File: src/rtl/joy_pkg.sv
// joy_pkg: shared constants and FSM state type for the DB15 joystick scanner.
//   NUM_BITS        - bits per serial frame (two players)
//   BITS_PER_PLAYER - bits belonging to one player
//   R..LB           - button positions inside one player's 12-bit word
//   state_t         - scan FSM states
package joy_pkg;

  localparam int NUM_BITS        = 24;
  localparam int BITS_PER_PLAYER = 12;

  localparam int R  = 0;
  localparam int L  = 1;
  localparam int D  = 2;
  localparam int U  = 3;
  localparam int A  = 4;
  localparam int B  = 5;
  localparam int C  = 6;
  localparam int D2 = 7;
  localparam int E  = 8;
  localparam int F  = 9;
  localparam int S  = 10;
  localparam int LB = 11;

  typedef enum logic {
    ST_LOAD  = 1'b0,
    ST_SHIFT = 1'b1
  } state_t;

endpackage

File: src/rtl/clk_en_div.sv
// clk_en_div: free-running clock-enable divider.
//   clk   - system clock
//   reset - synchronous, active-high; clears the count
//   tick  - high for one clk every DIV clocks (when count == DIV-1)
module clk_en_div #(
  parameter int DIV = 24
) (
  input  logic clk,
  input  logic reset,
  output logic tick
);

  logic [7:0] cnt;

  assign tick = (cnt == 8'(DIV - 1));

  always_ff @(posedge clk) begin
    if (reset)     cnt <= '0;
    else if (tick) cnt <= '0;
    else           cnt <= cnt + 8'd1;
  end

endmodule

File: src/rtl/joy_db15_scan.sv
// joy_db15_scan: scans two DB15 joysticks through an external 74HC165 chain.
//   clk, reset         - system clock, synchronous active-high reset
//   joy_clk, joy_load  - shift clock / active-low parallel load to the chain
//   joy_data           - serial data from the chain (buttons active-low)
//   joystick1/2        - registered, active-high button words {4'b0, 12 buttons}
//   frame_done         - one-clk pulse at the end of every 24-bit frame
// Frame = 2 load ticks + 24 bits * 2 half-ticks = 50 ticks.
module joy_db15_scan
  import joy_pkg::*;
#(
  parameter int CLK_DIV = 24,
  parameter bit FILTER  = 1'b1
) (
  input  logic        clk,
  input  logic        reset,
  output logic        joy_clk,
  output logic        joy_load,
  input  logic        joy_data,
  output logic [15:0] joystick1,
  output logic [15:0] joystick2,
  output logic        frame_done
);

  logic tick;

  clk_en_div #(.DIV(CLK_DIV)) u_div (
    .clk  (clk),
    .reset(reset),
    .tick (tick)
  );

  state_t                state_q, state_d;
  logic [1:0]            lcnt_q, lcnt_d;
  logic [4:0]            bit_q, bit_d;
  logic                  half_q, half_d;      // 0 = low half of a bit, 1 = high half
  logic                  jclk_q, jclk_d;
  logic                  jload_q, jload_d;
  logic [NUM_BITS-1:0]   shift_q, shift_d;
  logic [NUM_BITS-1:0]   prev_q;
  logic                  primed_q;            // prev_q holds a real frame
  logic                  done_d;
  logic                  frame_done_q;
  logic [15:0]           joy1_q, joy2_q;

  assign joy_clk    = jclk_q;
  assign joy_load   = jload_q;
  assign frame_done = frame_done_q;
  assign joystick1  = joy1_q;
  assign joystick2  = joy2_q;

  // The load stretch is counted 0..2: leaving reset we sit at 0 with the
  // load still released, so the first tick only pulls it low. The end of a
  // frame pulls the load low itself and enters at 1, keeping the period at
  // exactly 50 ticks.
  always_comb begin
    state_d = state_q;
    lcnt_d  = lcnt_q;
    bit_d   = bit_q;
    half_d  = half_q;
    jclk_d  = jclk_q;
    jload_d = jload_q;
    shift_d = shift_q;
    done_d  = 1'b0;
    if (tick) begin
      case (state_q)
        ST_LOAD: begin
          if (lcnt_q == 2'd2) begin
            jload_d = 1'b1;
            state_d = ST_SHIFT;
            lcnt_d  = 2'd0;
            bit_d   = 5'd0;
            half_d  = 1'b0;
          end else begin
            jload_d = 1'b0;
            jclk_d  = 1'b0;
            lcnt_d  = lcnt_q + 2'd1;
          end
        end
        ST_SHIFT: begin
          if (!half_q) begin
            // sample before our rising edge shifts the chain
            shift_d[bit_q] = ~joy_data;
            jclk_d         = 1'b1;
            half_d         = 1'b1;
          end else begin
            jclk_d = 1'b0;
            half_d = 1'b0;
            if (bit_q == 5'(NUM_BITS - 1)) begin
              done_d  = 1'b1;
              state_d = ST_LOAD;
              jload_d = 1'b0;
              lcnt_d  = 2'd1;
              bit_d   = 5'd0;
            end else begin
              bit_d = bit_q + 5'd1;
            end
          end
        end
        default: state_d = ST_LOAD;
      endcase
    end
  end

  always_ff @(posedge clk) begin
    if (reset) begin
      state_q      <= ST_LOAD;
      lcnt_q       <= 2'd0;
      bit_q        <= 5'd0;
      half_q       <= 1'b0;
      jclk_q       <= 1'b0;
      jload_q      <= 1'b1;
      shift_q      <= '0;
      prev_q       <= '0;
      primed_q     <= 1'b0;
      frame_done_q <= 1'b0;
      joy1_q       <= '0;
      joy2_q       <= '0;
    end else begin
      state_q      <= state_d;
      lcnt_q       <= lcnt_d;
      bit_q        <= bit_d;
      half_q       <= half_d;
      jclk_q       <= jclk_d;
      jload_q      <= jload_d;
      shift_q      <= shift_d;
      frame_done_q <= done_d;
      if (done_d) begin
        // bit 23 was captured on the previous tick, so shift_q is complete
        if (!FILTER || (primed_q && shift_q == prev_q)) begin
          joy1_q <= {4'b0, shift_q[LB:R]};
          joy2_q <= {4'b0, shift_q[NUM_BITS-1:BITS_PER_PLAYER]};
        end
        prev_q   <= shift_q;
        primed_q <= 1'b1;
      end
    end
  end

endmodule

File: config.mk
export PLATFORM = sky130hd
export DESIGN_NAME = joy_db15_scan
export DESIGN_NICKNAME = d
export VERILOG_FILES = /design/src/rtl/joy_pkg.sv /design/src/rtl/clk_en_div.sv /design/src/rtl/joy_db15_scan.sv
export SDC_FILE = /design/constraint.sdc
export NUM_CORES = 1
export LEC_CHECK = 0
export BUFFER_PORTS_ARGS = -buffer_cell sky130_fd_sc_hd__buf_2
export CAP_MARGIN = 15
export CORE_MARGIN = 3
export CORE_UTILIZATION = 59
export DETAILED_ROUTE_END_ITERATION = 8
export GPL_ROUTABILITY_DRIVEN = 0
export GPL_TIMING_DRIVEN = 0
export PLACE_DENSITY = 0.79
export SETUP_SLACK_MARGIN = 0.2
export SLEW_MARGIN = 25
export SYNTH_ARGS = -nofsm -noshare
export SYNTH_HDL_FRONTEND = slang
export SYNTH_SLANG_ARGS = --single-unit
File: constraint.sdc
create_clock -name clk -period 2.2 [get_ports clk]
set_input_delay 0.44 -clock clk [delete_from_list [all_inputs] [get_ports clk]]
set_output_delay 0.44 -clock clk [all_outputs]
set_load 0.02 [all_outputs]
Word level (Yosys, flattened, before mapping):

Cells that the tools add are included.

* output and inout port bits: 35
* register bits after elaboration: 93
* word-level logic and storage cells: 65

* add/sub/neg operators: 3
* equal/unequal tests: 8
* bitwise operators: 3
* reduce and logical (&&, ||, !) cells: 9
* magnitude comparators: 2
* muxes and demuxes: 27

Operators with widths (count)
* 24-bit bitwise mux: 1
* 24-bit == test: 1
* 5-bit two-way mux: 3
* 1-bit two-way mux: 13
* 5-bit one-hot mux with 2 select lines: 1
* 3-bit AND reduction: 3
* 8-bit by 1-bit adder with 8-bit output, second input constant: 1
* 8-bit by 5-bit == test with 1-bit output, second input constant: 1
* 1-bit one-hot mux with 2 select lines: 4
* 5-bit by 6-bit less-than comparator with 1-bit output, second input constant: 1
* 2-bit two-way mux: 3
* 2-bit AND reduction: 3
* 5-bit by 1-bit adder with 5-bit output, second input constant: 1
* 1-bit demux with 5-bit select: 1
* 5-bit == test, second input constant: 1
* 5-bit by 1-bit >= comparator with 1-bit output, second input constant: 1
* 2-bit by 1-bit != test with 1-bit output, second input constant: 2
* 2-bit != test, second input constant: 2
* 2-bit one-hot mux with 2 select lines: 1
* 1-bit NOT: 3
* 2-bit by 1-bit adder with 2-bit output, second input constant: 1
* 2-bit == test, second input constant: 1
* 1-bit logical AND: 2
* 2-bit OR reduction: 1

Logic depth before layout (Yosys ltp):

Gate-level depths: netlist (run 1).

* depth after elaboration: 6
* mapped depth: 9
* gate-level depth less buffers: 6

By module:

A second synthesis (run 1) with hierarchy kept.

* cell total of the unflattened synthesis: 472
* area, all modules: 4106.4 sq um

By module, submodules not included
* joy_db15_scan: area an instance 3757.4 sq um, instances 1, seq. area each 1701.6 sq um, cells each 434
* clk_en_div: area an instance 349.1 sq um, instances 1, seq. area each 160.2 sq um, cells each 38

Worst setup path after synthesis (run 1):

No wires, ideal clock.

* kind: register -> register
* from: register u_div.cnt[0]
* to: register joy1_q[0], in the netlist joystick1[0]
* setup slack: 0.300 ns
* data required time: 2.080 ns
* stages on the path, launching flop included: 9
* arrival time: 1.780 ns
* cells stage by stage: dfxtp_1 -> ha_1 -> and4bb_2 -> buf_2 -> nand2_4 -> nor3_4 -> nand3_4 -> buf_6 -> mux2i_1

* word-level cells in the longest chain between the ends: 3

RTL lines
* start: declaration: RTL line clk_en_div.sv:13 `logic [7:0] cnt;`
* start signal: assignment: RTL line clk_en_div.sv:20 `else cnt <= cnt + 8'd1;`
* 8-bit by 5-bit == test with 1-bit output: RTL line clk_en_div.sv:15 `assign tick = (cnt == 8'(DIV - 1));`
* 1-bit two-way mux: RTL line joy_db15_scan.sv:64 `if (tick) begin`
* 2-bit AND reduction (no line)
* end signal: assignment: RTL line joy_db15_scan.sv:130 `joy1_q <= {4'b0, shift_q[LB:R]};`
* end: declaration: RTL line joy_db15_scan.sv:43 `logic [15:0] joy1_q, joy2_q;`

Every way passes these cells.
A chain may end at the register's enable or synchronous reset.

Worst setup path in the final report (run 1):

Ends and elaborated chain as after synthesis.

==> flow_metrics.tcl, run 1 <==
set metrics [dict create \
    hold_path_class "input pin to register" \
    synth_warnings 0 \
    grt_pass1_vias 3067 \
    routed_via_density 5.250 \
    place_hpwl_um 6278 \
    start_util 0.6293 \
    path_cells "ha_4, and4bb_2, buf_6, nand2_8, nor3_4, nand3_4, buf_12, mux2i_2" \
    p_leak_nw 1.828 \
    path_clk_slew_ns 0.09 \
    grt_pass1_wl_um 13970 \
    netSwitchingFraction 0.2288 \
    drive_above_1_share 0.1604 \
    drt_iter0_markers 108 \
    coreArea_um2 6568 \
    min_from "joy_data" \
    r2r_start "u_div.cnt[0]$_SDFF_PP0_" \
    crit_path_start_kind "register" \
    crit_required_ns 2.45 \
    synth-simple-area-share 0.2649 \
    end_kind "register" \
    rsz0062_at_grt "true" \
    placed_area_um2 4415 \
    firstDrtPassIters 4 \
    ys_seq_area_frac 0.4505 \
    synth-edff-count 0 \
    ios 38 \
    syn-instance-count 470 \
    die_w_um 89.70 \
    holdWs_ns 0.3517 \
    comb_power_share 0.035 \
    synthAdderAreaFrac 0.01514 \
    crit_slowest_cell "dfxtp_4" \
    vias 3271 \
    critPathArrivalTime_ns 2.22 \
    syn_to_final_growth_pct 16.29 \
    slew_viol_final 0 \
    crit_path_max_fanout 8 \
    die_area_um2 8045 \
    cts-root-buf "clkbuf_8" \
    fin_util 0.7318 \
    antenna_found_initial 0 \
    synth-xor-area-share 0.06994 \
    numCtsBuffers 9 \
    synth_ff_type "dfxtp_1" \
    critical_path.top_delay_family "simple AND/OR/NAND/NOR gates" \
    critical_path.max_stage_delay_ns 0.38 \
    clock_latency_ns 0.36 \
    min_period_ns 1.963 \
    grt_max_degree 16 \
    ys_seq_elements 93 \
    fin_crit_sh 0.8925 \
    ir_drop_mv 0.3300 \
    wire_per_inst_um 14.37 \
    die_h_um 89.70 \
    finalHoldViolations 0 \
    final_common_cell "dfxtp_1" \
    path_class "register to register" \
    max_freq_ghz 0.5093 \
    clkSinkCount 93 \
    synthArstFlopShare 0 \
    muxShareOfSynthArea 0.05813 \
    startpoint "u_div.cnt[0]$_SDFF_PP0_" \
    fin_worst_skew_ns 0.01217 \
    rows 29 \
    cellPowerDensity_nw_per_um2 607.0 \
    drc 0 \
    wirelength_um 8953 \
    clkPwrFrac 0.385 \
    synth_top_area_share 0.4505 \
    crit_buf_inv 2 \
    synth_top_family_by_area "simple AND/OR/NAND/NOR gates" \
    synth-compound-area-share 0.09537 \
    slew_headroom 0.6222 \
    mostFrequentLayoutCells "dfxtp_1, nor2_1, nand2_1, nand2b_1, buf_2" \
    worst_slew_pin_slew_ns 0.5656 \
    fin_area_um2 4806 \
    fillCellCount 527 \
    p_sw_mw 0.6675 \
    internal-power_mw 2.250 \
    synth_top_cell_by_area "dfxtp_1" \
    cts_tree "done" \
    hold_buffers 0 \
    postRouteAntennaNets 0 \
    final_nets 533 \
    portBuffers 28 \
    diodes 0 \
    synthTopCellsByArea "dfxtp_1, nand2b_1, xnor2_1" \
    netlist_area_um2 4133 \
    grtUsageTotal 0.2286 \
    yosysUniqueCellTypes 40 \
    status "finished, final reports clean" \
    synth_area_per_cell_um2 8.793 \
    clock_path_buffers 2 \
    seq_power_share 0.580 \
    cap_violations 0 \
    setup_viol 0 \
    grt_overflow 0 \
    cts.htree.levels 3 \
]
==> layout make-up <==
cell class / instances / area, um2 / share of cell area
buffer: 33 / 206.4 / 0.04296
clock buffer: 10 / 127.6 / 0.02656
inverter: 3 / 11.26 / 0.002343
clock inverter: 6 / 63.81 / 0.01328
sequential: 93 / 1867 / 0.3884
multi-input combinational: 348 / 2167 / 0.4509
tap: 93 / 116.4 / 0.02421
timing repair buffer: 37 / 246.5 / 0.05129
==> power groups by stage <==
| stage | Sequential [mW] | Combinational, mW | Clock, mW |
|---|---|---|---|
| 3_5_place_dp | 1.73 | 0.0961 | 0 |
| 5_1_grt | 1.69 | 0.112 | 1.20 |
| 6_report | 1.69 | 0.102 | 1.12 |
| 2_1_floorplan | 1.73 | 0.0764 | 0 |
| 3_3_place_gp | 1.73 | 0.0948 | 0 |
| 4_1_cts | 1.69 | 0.0958 | 1.13 |
==> metrics by stage <==
stage / power [mW] / cells / TNS, ns / setup slack, ns
floorplan: 1.806 / 477 / 0 / 0.3004
global placement: 1.825 / 598 / 0 / 0.0002707
detailed placement: 1.826 / 598 / -0.6379 / -0.03923
CTS: 2.919 / 617 / 0 / 0.2211
global route: 3.005 / 623 / 0 / 0.1693
finish: 2.917 / 623 / 0 / 0.2366
==> cell families after synthesis <==
kind of cell	count (synthesis)
simple gates	215
flops	93
compound gates	63
buf+inv	36
xor+xnor	33
mux	24
fa+ha+maj	5
other cells	1
==> per-layer routing <==
layer	vias up	wire length (um)	track usage
met5	-	0	0
met4	0	248	0.1353
met3	16	323	0.03467
met2	70	4318	0.3757
met1	1512	4063	0.2833
li1	1673	-	-
==> cells in the mapped netlist, types with 2 or more instances <==
cell      number
mux2i_1       24
o21ai_0        3
nor3b_1        4
a211oi_1      25
inv_1          3
nand4_1       12
nand3_1        6
a21oi_1       30
buf_4          8
xnor2_1       28
nand2b_1      49
nor4_1         2
xor2_1         5
nor2_1        61
nor2b_1        3
nand2_1       57
and2_1         2
dfxtp_1       93
ha_1           5
nor3_1         7
a21o_1         2
buf_6          2
buf_2          5
clkbuf_1      18
==> repair_timing <==
action / in CTS / in global routing
endpoints found under the setup margin: 45 / 65
pin swaps: 1 / 2
buffers inserted: 3 / 4
cloned: 0 / 2
gates resized for setup: 6 / 20
==> worst reg2reg max path: stages, from the launching register on <==
cell	delay (ns)
dfxtp_4	0.38
ha_4	0.14
and4bb_2	0.24
buf_6	0.14
nand2_8	0.07
nor3_4	0.31
nand3_4	0.22
buf_12	0.20
mux2i_2	0.14
==> sequential cells by signal, indices dropped and copies added, names as in the netlist, 2 cells and up <==
name       flops
bit_q          5
joystick1     12
joystick2     12
lcnt_q         2
prev_q        24
shift_q       24
u_div.cnt      8
==> path summary, 6_finish.rpt <==
kind         cells past startpoint                   endpoint  slack (ns)
min reg2reg                      1    u_div.cnt[0]$_SDFF_PP0_        0.46
max reg2reg                      8  joystick1[0]$_SDFFE_PP0P_        0.24
max                              8  joystick1[0]$_SDFFE_PP0P_        0.24
min                              2    shift_q[1]$_SDFFE_PP0P_        0.35
Note: power is estimated with default switching activity, not from simulation.
==> run 2, diff against run 1 <==
--- a/config.mk
+++ b/config.mk
@@ -8,11 +8,11 @@
 export BUFFER_PORTS_ARGS = -buffer_cell sky130_fd_sc_hd__buf_2
 export CAP_MARGIN = 15
 export CORE_MARGIN = 3
-export CORE_UTILIZATION = 59
+export CORE_UTILIZATION = 35
 export DETAILED_ROUTE_END_ITERATION = 8
 export GPL_ROUTABILITY_DRIVEN = 0
 export GPL_TIMING_DRIVEN = 0
-export PLACE_DENSITY = 0.79
+export PLACE_DENSITY_LB_ADDON = 0.25
 export SETUP_SLACK_MARGIN = 0.2
 export SLEW_MARGIN = 25
 export SYNTH_ARGS = -nofsm -noshare
==> flow_metrics.tcl, run 2 (synthesis results as in run 1) <==
set metrics [dict create \
    vias 3242 \
    cts-root-buf "clkbuf_16" \
    wire_per_inst_um 13.74 \
    grt_pass1_vias 2976 \
    p_leak_nw 1.911 \
    grt_overflow 0 \
    syn_to_final_growth_pct 21.31 \
    setup_viol 0 \
    numCtsBuffers 9 \
    cap_violations 0 \
    path_class "register to register" \
    min_period_ns 1.902 \
    portBuffers 28 \
    drive_above_1_share 0.1629 \
    tns_ns 0 \
    end_kind "register" \
    slew_headroom 0.5819 \
    coreArea_um2 11470 \
    grtUsageTotal 0.1452 \
    place_hpwl_um 6671 \
    final_common_cell "dfxtp_1" \
    hold_path_class "input pin to register" \
    postRouteAntennaNets 0 \
    finalHoldViolations 0 \
    clock_latency_ns 0.34 \
    fin_area_um2 5014 \
    antenna_found_initial 0 \
    status "finished, final reports clean" \
    grt_pass1_wl_um 15020 \
    drt_iter0_markers 185 \
    diodes 0 \
    slew_viol_final 0 \
    critPathArrivalTime_ns 2.14 \
    crit_path_start_kind "register" \
    wirelength_um 9299 \
    fin_crit_sh 0.8648 \
    routed_via_density 4.789 \
    mostFrequentLayoutCells "dfxtp_1, nor2_1, nand2_1, nand2b_1, buf_2" \
    clkSinkCount 93 \
    reg2reg_to "joystick2[4]$_SDFFE_PP0P_" \
    r2r_start "u_div.cnt[0]$_SDFF_PP0_" \
    firstDrtPassIters 4 \
    drc 0 \
    ir_drop_mv 0.4159 \
    rows 39 \
    max_freq_ghz 0.5256 \
    top_regs "prev_q x24, shift_q x24" \
    grt_max_degree 16 \
    cts.htree.levels 3 \
    fin_worst_skew_ns 0.007133 \
    die_w_um 114.7 \
    die_h_um 114.7 \
    fillCellCount 1137 \
    clock_path_buffers 2 \
    ios 38 \
    cts_tree "done" \
    worst_slew_pin_slew_ns 0.6259 \
    endpoint "joystick2[4]$_SDFFE_PP0P_" \
    rsz0062_at_grt "false" \
    hold_buffers 0 \
    crit_required_ns 2.44 \
    startpoint "u_div.cnt[0]$_SDFF_PP0_" \
    path_clk_slew_ns 0.06 \
    crit_path_max_fanout 9 \
    start_util 0.3604 \
    cellPowerDensity_nw_per_um2 683.4 \
    die_area_um2 13150 \
    placed_area_um2 4478 \
    ff2ff_path_depth 9 \
    reg2reg_slack_ns 0.30 \
    final_nets 537 \
]
run 2: power breakdown:
group	total (mW)	internal (mW)	switching [mW]
combinational	0.106	0.0413	0.0642
clock	1.63	0.977	0.649
sequential	1.69	1.69	0.00622
total	3.43	2.71	0.719
run 2: how the worst min path moves through the flow:
| stage | start | to | slack, ns | cells after the start |
|---|---|---|---|---|
| CTS | joy_data | shift_q[2]$_SDFFE_PP0P_ | 0.40 | 2 |
| global route | joy_data | shift_q[23]$_SDFFE_PP0P_ | 0.42 | 2 |
| finish | joy_data | shift_q[0]$_SDFFE_PP0P_ | 0.40 | 2 |
| floorplan | primed_q$_SDFFE_PP0P_ | primed_q$_SDFFE_PP0P_ | 0.44 | 2 |
| detailed placement | prev_q[16]$_SDFFE_PP0P_ | prev_q[16]$_SDFFE_PP0P_ | 0.46 | 2 |
| global placement | prev_q[10]$_SDFFE_PP0P_ | prev_q[10]$_SDFFE_PP0P_ | 0.45 | 2 |
run 2: cell type report:
type / instances / area, um2 / area share
Timing Repair Buffer: 41 / 280.3 / 0.05590
Clock buffer: 12 / 266.5 / 0.05316
Tap cell: 143 / 178.9 / 0.03569
Sequential cell: 93 / 1864 / 0.3718
Inverter: 3 / 11.26 / 0.002246
Multi-Input combinational cell: 348 / 2152 / 0.4292
Clock inverter: 4 / 53.80 / 0.01073
Buffer: 33 / 206.4 / 0.04118
run 2: worst max-delay path: stages, from the launching register on:
cell	delay, ns
dfxtp_2	0.37
ha_4	0.14
and4bb_2	0.23
buf_6	0.14
nand2_8	0.07
nor3_4	0.22
buf_12	0.14
nand3_4	0.14
clkbuf_16	0.22
mux2i_1	0.11
run 2: layer usage:
layer  global-route usage  up-vias  wire length (um)
met1               0.1943     1482              4486
met4              0.04038        0               111
met3              0.03911       12               496
met2               0.2301       65              4204
met5                    0        -                 0
li1                     -     1683                 -
run 2: stage by stage:
stage | std cells | total power, mW | hold slack, ns | util | setup slack [ns]
final | 677 | 3.426 | 0.4049 | 0.4372 | 0.2975
after CTS | 667 | 3.458 | 0.3977 | 0.4249 | 0.2034
after floorplan | 477 | 1.806 | 0.4402 | - | 0.3004
after detailed placement | 648 | 1.830 | 0.4557 | 0.3905 | -0.08855
after global placement | 648 | 1.829 | 0.4510 | 0.3905 | -0.06806
after global routing | 677 | 3.537 | 0.4212 | 0.4372 | 0.1940
run 2: what timing repair did:
action,in CTS,in global routing
setup endpoints to repair,45,64
buffers inserted,3,9
hold endpoints to repair,0,0
pin swaps,1,5
gates cloned,0,1
resized for setup,10,11
